===== src/rtl/pipe_pkg.sv =====
// Shared definitions for handshaked pipeline stages: state encoding,
// occupancy codes and default widths.
package pipe_pkg;

  typedef enum logic [1:0] {
    PS_EMPTY = 2'd0,
    PS_ONE   = 2'd1,
    PS_TWO   = 2'd2
  } ps_state_e;

  localparam logic [1:0] OCC_EMPTY = 2'd0;
  localparam logic [1:0] OCC_ONE   = 2'd1;
  localparam logic [1:0] OCC_TWO   = 2'd2;

  localparam int DEF_CTRL_WIDTH = 8;
  localparam int DEF_DATA_WIDTH = 64;
  localparam int DEF_CNT_WIDTH  = 16;

  // Number of entries held in a given state.
  function automatic logic [1:0] occ_of_state(input ps_state_e s);
    case (s)
      PS_ONE:  return OCC_ONE;
      PS_TWO:  return OCC_TWO;
      default: return OCC_EMPTY;
    endcase
  endfunction

endpackage


===== src/rtl/sat_counter.sv =====
// Saturating event counter with synchronous clear; clear wins over increment.
module sat_counter
  import pipe_pkg::*;
#(
  parameter int CNT_WIDTH = DEF_CNT_WIDTH
) (
  input  logic                 clk,
  input  logic                 rst_n,
  input  logic                 inc,
  input  logic                 clr,
  output logic [CNT_WIDTH-1:0] cnt
);

  logic [CNT_WIDTH-1:0] cnt_q;
  logic [CNT_WIDTH-1:0] cnt_d;

  // Increment that sticks at all-ones instead of wrapping.
  function automatic logic [CNT_WIDTH-1:0] sat_inc(input logic [CNT_WIDTH-1:0] v);
    if (&v) begin
      return v;
    end
    return v + CNT_WIDTH'(1);
  endfunction

  // Next count: clear first, then saturating increment.
  always_comb begin
    cnt_d = cnt_q;
    if (clr) begin
      cnt_d = '0;
    end else if (inc) begin
      cnt_d = sat_inc(cnt_q);
    end
  end

  // Count register.
  always_ff @(posedge clk or negedge rst_n) begin
    if (!rst_n) begin
      cnt_q <= '0;
    end else begin
      cnt_q <= cnt_d;
    end
  end

  assign cnt = cnt_q;

endmodule


===== src/rtl/pipe_stage_hs.sv =====
// Generic valid/ready pipeline boundary register. With SKID=1 a second
// (overflow) entry lets in_ready come straight from a flop; with SKID=0 the
// stage is a single register with pass-through ready. Flush turns every held
// entry into a zero-control bubble. A saturating counter records stall cycles.
module pipe_stage_hs
  import pipe_pkg::*;
#(
  parameter int CTRL_WIDTH        = DEF_CTRL_WIDTH,
  parameter int DATA_WIDTH        = DEF_DATA_WIDTH,
  parameter int SKID              = 1,
  parameter int FLUSH_CLEARS_DATA = 0,
  parameter int CNT_WIDTH         = DEF_CNT_WIDTH
) (
  input  logic                  clk,
  input  logic                  reset_n,
  input  logic                  flush,
  input  logic                  in_valid,
  output logic                  in_ready,
  input  logic [CTRL_WIDTH-1:0] in_ctrl,
  input  logic [DATA_WIDTH-1:0] in_data,
  output logic                  out_valid,
  input  logic                  out_ready,
  output logic [CTRL_WIDTH-1:0] out_ctrl,
  output logic [DATA_WIDTH-1:0] out_data,
  output logic [1:0]            occupancy,
  input  logic                  cnt_clr,
  output logic [CNT_WIDTH-1:0]  stall_cnt
);

  localparam bit USE_SKID   = (SKID != 0);
  localparam bit CLR_DATA   = (FLUSH_CLEARS_DATA != 0);

  ps_state_e             state_q, state_d;
  logic [1:0]            occ_q, occ_d;
  logic [CTRL_WIDTH-1:0] main_ctrl_q, main_ctrl_d;
  logic [DATA_WIDTH-1:0] main_data_q, main_data_d;
  logic [CTRL_WIDTH-1:0] skid_ctrl_q, skid_ctrl_d;
  logic [DATA_WIDTH-1:0] skid_data_q, skid_data_d;

  logic xfer_in;
  logic xfer_out;
  logic stall;

  assign out_valid = (state_q != PS_EMPTY);
  assign xfer_in   = in_valid & in_ready;
  assign xfer_out  = out_valid & out_ready;
  assign stall     = out_valid & ~out_ready;

  // With a skid entry, ready is a pure function of the state flop; without
  // one, the single register can reload in the same cycle it drains.
  generate
    if (USE_SKID) begin : g_skid_ready
      assign in_ready = (state_q != PS_TWO);
    end else begin : g_pass_ready
      assign in_ready = (state_q == PS_EMPTY) | out_ready;
    end
  endgenerate

  // Next-state and entry movement. Every path that empties a register also
  // zeroes its control field so a bubble never carries live control bits.
  always_comb begin
    state_d     = state_q;
    main_ctrl_d = main_ctrl_q;
    main_data_d = main_data_q;
    skid_ctrl_d = skid_ctrl_q;
    skid_data_d = skid_data_q;

    if (flush) begin
      // Any input offered this cycle is dropped; an output taken this cycle
      // has already been sampled downstream, so nothing else is needed.
      state_d     = PS_EMPTY;
      main_ctrl_d = '0;
      skid_ctrl_d = '0;
      if (CLR_DATA) begin
        main_data_d = '0;
        skid_data_d = '0;
      end
    end else begin
      case (state_q)
        PS_EMPTY: begin
          if (xfer_in) begin
            state_d     = PS_ONE;
            main_ctrl_d = in_ctrl;
            main_data_d = in_data;
          end
        end
        PS_ONE: begin
          if (xfer_in && xfer_out) begin
            main_ctrl_d = in_ctrl;
            main_data_d = in_data;
          end else if (xfer_in && USE_SKID) begin
            // Downstream stalled: park the new entry behind the main one.
            state_d     = PS_TWO;
            skid_ctrl_d = in_ctrl;
            skid_data_d = in_data;
          end else if (xfer_out) begin
            state_d     = PS_EMPTY;
            main_ctrl_d = '0;
          end
        end
        PS_TWO: begin
          if (out_ready) begin
            // Older main entry leaves; skid entry moves up, keeping FIFO order.
            state_d     = PS_ONE;
            main_ctrl_d = skid_ctrl_q;
            main_data_d = skid_data_q;
            skid_ctrl_d = '0;
          end
        end
        default: begin
          state_d     = PS_EMPTY;
          main_ctrl_d = '0;
          skid_ctrl_d = '0;
        end
      endcase
    end

    occ_d = occ_of_state(state_d);
  end

  // State, occupancy and entry registers; all return to zero on reset.
  always_ff @(posedge clk or negedge reset_n) begin
    if (!reset_n) begin
      state_q     <= PS_EMPTY;
      occ_q       <= OCC_EMPTY;
      main_ctrl_q <= '0;
      main_data_q <= '0;
      skid_ctrl_q <= '0;
      skid_data_q <= '0;
    end else begin
      state_q     <= state_d;
      occ_q       <= occ_d;
      main_ctrl_q <= main_ctrl_d;
      main_data_q <= main_data_d;
      skid_ctrl_q <= skid_ctrl_d;
      skid_data_q <= skid_data_d;
    end
  end

  assign out_ctrl  = main_ctrl_q;
  assign out_data  = main_data_q;
  assign occupancy = occ_q;

  sat_counter #(
    .CNT_WIDTH (CNT_WIDTH)
  ) u_stall_cnt (
    .clk   (clk),
    .rst_n (reset_n),
    .inc   (stall),
    .clr   (cnt_clr),
    .cnt   (stall_cnt)
  );

endmodule


===== config.mk =====
export PLATFORM = sky130hd
export DESIGN_NAME = pipe_stage_hs
export DESIGN_NICKNAME = d
export VERILOG_FILES = /design/src/rtl/pipe_pkg.sv /design/src/rtl/sat_counter.sv /design/src/rtl/pipe_stage_hs.sv
export SDC_FILE = /design/constraint.sdc
export NUM_CORES = 1
export LEC_CHECK = 0
export CAP_MARGIN = 15
export CORE_ASPECT_RATIO = 0.8
export CORE_MARGIN = 1
export CORE_UTILIZATION = 45
export CTS_CLUSTER_DIAMETER = 150
export DETAILED_ROUTE_END_ITERATION = 12
export PLACE_DENSITY = 0.72
export SYNTH_ARGS = -nofsm -noshare
export SYNTH_HDL_FRONTEND = slang
export SYNTH_HIERARCHICAL = 1
export SYNTH_SLANG_ARGS = --single-unit

===== constraint.sdc =====
create_clock -name clk -period 2.9 [get_ports clk]
set_clock_uncertainty 0.15 [all_clocks]
set_input_delay 0.29 -clock clk [delete_from_list [all_inputs] [get_ports clk]]
set_output_delay 0.29 -clock clk [all_outputs]
set_load 0.02 [all_outputs]

==> flow_results.xml <==
<?xml version="1.0" encoding="UTF-8"?>
<metrics>
  <group name="status">
    <metric name="run_status" unit="">complete, no violations</metric>
  </group>
  <group name="layout">
    <metric name="layout-drive-gt1-share" unit="%">15.9</metric>
    <metric name="antenna_cells_inserted" unit="">0</metric>
    <metric name="layout_commonest_cell" unit="">clkdlybuf4s50_1</metric>
    <metric name="nNetsFinal" unit="">847</metric>
    <metric name="fillers" unit="">1219</metric>
    <metric name="finalNonFillerCells" unit="">995</metric>
    <metric name="areaGrowthSynthToFinish" unit="%">35.3</metric>
    <metric name="layout_common_cells" unit="">168 x clkdlybuf4s50_1, 164 x dfrtp_1, 81 x nand2_1, 74 x mux2i_1, 68 x o21ai_0</metric>
  </group>
  <group name="drt">
    <metric name="drt_iter0_drc" unit="">282</metric>
    <metric name="dr_wl_met3" unit="µm">1220</metric>
    <metric name="detail_route.drc_violations" unit="">0</metric>
    <metric name="firstDrtPassIters" unit="">4</metric>
    <metric name="routedLengthMet1" unit="µm">7400</metric>
    <metric name="ant_nets" unit="">0</metric>
    <metric name="maxUsedRoutingLayer" unit="">met4</metric>
    <metric name="vias" unit="">5256</metric>
    <metric name="total_wirelength" unit="µm">16600</metric>
    <metric name="viasPerCell" unit="">5.28</metric>
    <metric name="detail_route.wl_per_cell" unit="µm">16.6</metric>
    <metric name="met2_wirelength" unit="µm">7820</metric>
  </group>
  <group name="logic_synthesis">
    <metric name="synthDominantCellAreaShare" unit="%">56.0</metric>
    <metric name="edff_count_synth" unit="">0</metric>
    <metric name="synth_fp_nets" unit="">682</metric>
    <metric name="post_synth_main_area_contributors" unit="">dfrtp_1 56%, mux2i_1 10%, mux2_4 7.8%</metric>
    <metric name="syn_area" unit="µm²">7320</metric>
    <metric name="syn_inst" unit="">603</metric>
    <metric name="synth_ff_type" unit="">dfrtp_1</metric>
    <metric name="mapped_avg_cell_area" unit="µm²">12.1</metric>
    <metric name="synth_sequential_area_ratio" unit="%">56.0</metric>
    <metric name="ys_warn_count" unit="">6</metric>
    <metric name="post_synth_num_cell_types" unit="">47</metric>
    <metric name="asyncSetResetFlopFracSynth" unit="%">100</metric>
    <metric name="post-synth-top-area-cell" unit="">dfrtp_1</metric>
    <metric name="ys_seq_elements" unit="">164</metric>
  </group>
  <group name="cts">
    <metric name="postCtsSetupBuffers" unit="">0</metric>
    <metric name="cts-buffers-inserted" unit="">17</metric>
    <metric name="clock_insertion_delay_worst_skew" unit="ns">0.42</metric>
    <metric name="cts_num_sinks" unit="">164</metric>
    <metric name="number_of_levels_in_the_clock_h_tree" unit="">4</metric>
    <metric name="ctsRootBufferMaster" unit="">clkbuf_16</metric>
    <metric name="clock_tree_from_tritoncts" unit="">built</metric>
    <metric name="max-clock-path-buffers" unit="">2</metric>
    <metric name="clock_pin_slew_reported_for_the_worst_setup_and_hold_paths_after_clock_tree_synthesis" unit="ns">0.07</metric>
  </group>
  <group name="global_route">
    <metric name="grt_pass1_vias" unit="">5279</metric>
    <metric name="groute.usage.overall" unit="%">21.1</metric>
    <metric name="grt_pass1_wl" unit="µm">27200</metric>
    <metric name="grt_antenna_before_repair" unit="">0</metric>
    <metric name="grt_remaining_overflow" unit="">0</metric>
    <metric name="grt_start_max_net_pins" unit="">73</metric>
  </group>
  <group name="pwr">
    <metric name="cell_internal_pwr" unit="µW">5160</metric>
    <metric name="comb_power_share" unit="%">21.2</metric>
    <metric name="seqPwrFrac" unit="%">42.8</metric>
    <metric name="power.clock.fraction" unit="%">36.0</metric>
    <metric name="cellLeakagePower" unit="µW">0.00426</metric>
    <metric name="cellPowerDensity" unit="nW/µm²">707</metric>
    <metric name="vdd_ir_drop_max" unit="µV">521</metric>
    <metric name="p_switching" unit="µW">1850</metric>
    <metric name="sw_frac_of_total" unit="%">26.3</metric>
  </group>
  <group name="sta">
    <metric name="tightestPinTransition" unit="ns">0.750</metric>
    <metric name="timing.fmax" unit="MHz">408</metric>
    <metric name="setup_viol" unit="">0</metric>
    <metric name="final_worst_path_period_need" unit="ns">2.45</metric>
    <metric name="final-hold-violation-count" unit="">0</metric>
    <metric name="fin_crit_sh" unit="%">84.4</metric>
    <metric name="worst_slew_margin_rel" unit="%">49.5</metric>
    <metric name="totalNegativeSetupSlack" unit="ns">0</metric>
    <metric name="drv_slew" unit="">0</metric>
    <metric name="unrepaired_setup_endpoints_after_global_routing" unit="">no</metric>
  </group>
  <group name="job">
    <metric name="drv_cap" unit="">0</metric>
  </group>
  <group name="floorplanning">
    <metric name="dieWidth" unit="µm">145</metric>
    <metric name="design.portCount" unit="">170</metric>
    <metric name="start_util" unit="%">46.2</metric>
    <metric name="die_area" unit="µm²">16800</metric>
    <metric name="design.core.area" unit="µm²">15900</metric>
    <metric name="dieHeight" unit="µm">116</metric>
    <metric name="placement_rows" unit="">41</metric>
  </group>
  <group name="worst_setup_path">
    <metric name="worstPathArrival" unit="ns">2.64</metric>
    <metric name="worstRegToRegCells" unit="">6</metric>
    <metric name="cp_slowest_stage_delay" unit="ns">0.54</metric>
    <metric name="critical_path.max_fanout" unit="">8</metric>
    <metric name="cp-startpoint" unit="">state_q[0]</metric>
    <metric name="crit-reg2reg-launch" unit="">state_q[0]</metric>
    <metric name="critical_path_depth" unit="">6</metric>
    <metric name="setup_crit_end_kind" unit="">register</metric>
    <metric name="critical_path_buf_inv_count" unit="">0</metric>
    <metric name="worstSetupPathType" unit="">register to register</metric>
    <metric name="setup.worst_path.start_class" unit="">register</metric>
    <metric name="cp_cell_sequence" unit="">or2_2, nor2b_1, nand3_1, or3_4, or4_1, a21oi_1</metric>
    <metric name="worst_path_max_delay_cell" unit="">dfrtp_1</metric>
    <metric name="worst-endpoint-required" unit="ns">3.09</metric>
    <metric name="path_delay_family" unit="">simple AND/OR/NAND/NOR gates</metric>
  </group>
  <group name="worst_hold_path">
    <metric name="worstHoldPathType" unit="">input pin to asynchronous set/reset pin</metric>
  </group>
  <group name="place">
    <metric name="io_buffer_count" unit="">169</metric>
    <metric name="dpl.hpwl" unit="µm">11000</metric>
    <metric name="post-place-cells" unit="">963</metric>
    <metric name="gp_congestion" unit="">0.889</metric>
  </group>
</metrics>
registers in the layout, indices dropped and copies added (netlist names):
| name | flops |
|---|---|
| u_stall_cnt/cnt | 16 |
| skid_data_q | 64 |
| out_ctrl | 8 |
| out_data | 64 |
| skid_ctrl_q | 8 |
| occupancy | 2 |
| state_q | 2 |
worst reg2reg max path: cells and delay by family (launching register included):
family | cells | cell delay [ns]
AND/OR/NAND/NOR | 5 | 1.54
flip-flops | 1 | 0.54
AO/OA/AOI/OAI | 1 | 0.15
power by group through the flow:
stage          Sequential, µW  Clock, µW  Combinational (µW)
6_report                 3000       2520                1490
5_1_grt                  3050       2670                1610
4_1_cts                  3000       2570                1510
3_5_place_dp             3030          0                1500
3_3_place_gp             3000          0                1460
2_1_floorplan            3200          0                 601
synth_stat cells (2+ instances only):
cell type	instances
dfrtp_1	164
nand2_1	81
mux2i_1	74
o21ai_0	68
mux2_4	38
mux2_2	28
a22o_1	16
buf_2	16
a21oi_1	13
nor2_1	13
inv_1	12
clkbuf_1	8
nor3_1	8
buf_6	6
nor2b_1	6
o31ai_1	5
nand4_1	4
buf_1	3
o41ai_1	3
and3_2	2
nand3_1	2
nand3_2	2
nor4_1	2
o311ai_0	2
or2_2	2
or3_1	2
or3_2	2
or4_1	2
area by class of cell:
type	count	area, µm²	share of cell area (%)
tap	215	269	2.71
clock inverter	11	195	1.97
timing repair buffer	181	1840	18.5
clock buffer	20	467	4.71
multi-input combinational	392	3000	30.2
inverter	12	45.0	0.454
sequential	164	4100	41.4
kinds of logic (layout without fill, tap and decap cells):
family,Yosys count,after routing,share of synthesized area [%]
flops,164,164,56.0
mux,140,140,22.2
simple gates,136,136,8.78
compound gates,114,114,9.28
buf+inv,47,224,3.42
fa+ha+maj,1,1,0.171
xor+xnor,1,1,0.120
per-stage QoR:
step                area [µm²]  total power [µW]  hold WS [ns]  util, %  setup slack, ns
floorplan                 7320              3800        -0.156        -            0.625
CTS                       9910              7070         0.304     62.5            0.415
finish                    9910              7010         0.290     62.5            0.451
global placement          9240              4460         0.194     58.3            0.414
global route              9910              7340         0.317     62.5            0.257
detailed placement        9240              4530         0.201     58.3            0.419
metal layers:
metal	vias up	track usage [%]
met5	-	0
met4	0	5.47
met3	14	7.42
met2	145	33.1
met1	2619	28.0
li1	2478	-
timing repair:
| item | CTS | global route |
|---|---|---|
| hold endpoints to repair | 68 | 0 |
| resized for setup | 0 | 0 |
| hold buffers | 1 | 0 |
path summary, 6_finish.rpt:
kind                                        to  slack (ns)
setup / recovery           u_stall_cnt/cnt[12]        0.45
hold / removal                 skid_data_q[62]        0.29
setup reg to reg           u_stall_cnt/cnt[12]        0.45
hold reg to reg                    out_data[3]        0.33
max in group asynchronous          out_data[2]        1.48
min in group clk                skid_ctrl_q[7]        0.32
Note: power is estimated with default switching activity, not from simulation.
==> patch (same settings) <==
Set the package constant `DEF_CNT_WIDTH` to 32 (it was 16).
--- a/src/rtl/pipe_pkg.sv
+++ b/src/rtl/pipe_pkg.sv
@@ -15,5 +15,5 @@
   localparam int DEF_CTRL_WIDTH = 8;
   localparam int DEF_DATA_WIDTH = 64;
-  localparam int DEF_CNT_WIDTH  = 16;
+  localparam int DEF_CNT_WIDTH  = 32;
 
   // Number of entries held in a given state.
Interface: changed (resized stall_cnt); port bits go from 170 to 186. The function was not compared with the original's and may differ.
==> patch against the original RTL <==
  * Routed wire length increased by 16%
  * Design area increased by 11%
  * Sequential power increased by 6.7%
  * Non-clock buffer count increased by 32
  * Worst hold slack improved by 0.0050 ns
  * Sequential cell count increased by 16
  * Worst setup slack got worse by 0.13 ns
  * Total power increased by 0.48%
  * Highest routed layer unchanged
  * Count of clock-buffer cells in the layout decreased by 3
  * Synthesized area increased by 13%
  * Final cell count increased by 14%
  * Clock power decreased by 7.9%
  * Fmax decreased by 5.2%
==> patch: results (changes against the original RTL) <==
CTS
  • Post_cts resized: 0 (unchanged)

Synth
  • Compound-gate portion of the synthesized area: 0.0960 (was 0.0928)
  • Synth Area in Adders: 0.00151 (was 0.00171)
  • Post-synth top cells: dfrtp_1 (180), nand2_1 (94), mux2i_1 (74) (was dfrtp_1 (164), nand2_1 (81), mux2i_1 (74))
  • Synth Net Count: 786 (was 682)
  • Synth Area in XOR/XNOR: 0.0138 (was 0.00120)
  • Multiplexer share of the synthesized area: 0.198 (was 0.222)
  • Top post-synthesis cells by area: dfrtp_1 (54%), mux2i_1 (8.9%), mux2_4 (6.9%), nand2_1 (4.3%), o21ai_0 (4.1%) (was dfrtp_1 (56%), mux2i_1 (10%), mux2_4 (7.8%), o21ai_0 (4.6%), mux2_2 (4.3%))
  • Register area share after synthesis: 0.544 (was 0.560)

Power
  • Static Leak: 4.65 nW (was 4.26 nW)
  • Switch share: 0.288 (was 0.263)
  • Combinational share of power: 0.217 (was 0.212)
  • Max VDD drop: 0.000398 V (was 0.000521 V)

Global route
  • First-pass GRT wire length: 31400 µm (was 27200 µm)
  • Total GRT Usage: 0.213 (was 0.211)

Hold path
  • Hold Path Class: in -> async (unchanged)

Routing
  • TritonRoute pass-1 iters: 5 (was 4)
  • Vias: 6023 (was 5256)
  • Met3 routed WL: 1360 µm (was 1220 µm)
  • Met1 wire length: 9210 µm (was 7400 µm)
  • Initial drt markers: 349 (was 282)
  • Post-DR wirelength/cell: 16.9 µm (was 16.6 µm)

Setup path
  • R2R Path End: u_stall_cnt/cnt[30] (was u_stall_cnt/cnt[12])
  • FF-to-FF Start: u_stall_cnt/cnt[8] (was state_q[0])
  • Worst R2R Path Depth: 5 (was 6)
  • CP Launch Point: u_stall_cnt/cnt[8] (was state_q[0])
  • Critical-path top delay cell: or4_1 (was dfrtp_1)
  • Reg-to-reg slack, setup: 0.32 ns (was 0.45 ns)
  • Worst-path fanout max: 7 (was 8)
  • Slowest stage delay, CP: 0.68 ns (was 0.54 ns)

STA
  • Hold Worst Slack: 0.295 ns (was 0.290 ns)
  • Least-Margin Pin Slew: 1.11 ns (was 0.750 ns)

Outcome
  • Status: complete, no violations (unchanged)

Finish
  • Ratio of cells with drive above 1 in the final layout: 0.154 (was 0.159)
  • Fillers: 1426 (was 1219)

Placement
  • Routability cong.: 0.823 (was 0.889)
[patch: per-stage QoR]
stage          instances  power, mW  instance area, µm²  worst slack (ns)
6_report            1135       7.04               11000             0.317
5_1_grt             1135       7.40               11000             0.181
4_1_cts             1135       7.12               11000             0.330
3_5_place_dp        1102       4.77               10400             0.156
3_3_place_gp        1102       4.73               10400             0.182
2_1_floorplan        707       4.04                8280            0.0630
[patch: metal layers]
metal | global-route usage | vias to the layer above
li1 | - | 2899
met1 | 0.300 | 2943
met2 | 0.317 | 170
met3 | 0.0662 | 11
met4 | 0.0581 | 0
met5 | 0 | -
[patch: layout make-up]
class                           instances  area (µm²)  area share
Sequential cell                       180        4500       0.409
Multi-Input combinational cell        476        3510       0.318
Timing Repair Buffer                  213        2100       0.191
Clock buffer                           17         425      0.0386
Tap cell                              225         282      0.0255
Clock inverter                         15         163      0.0148
Inverter                                9        33.8     0.00307
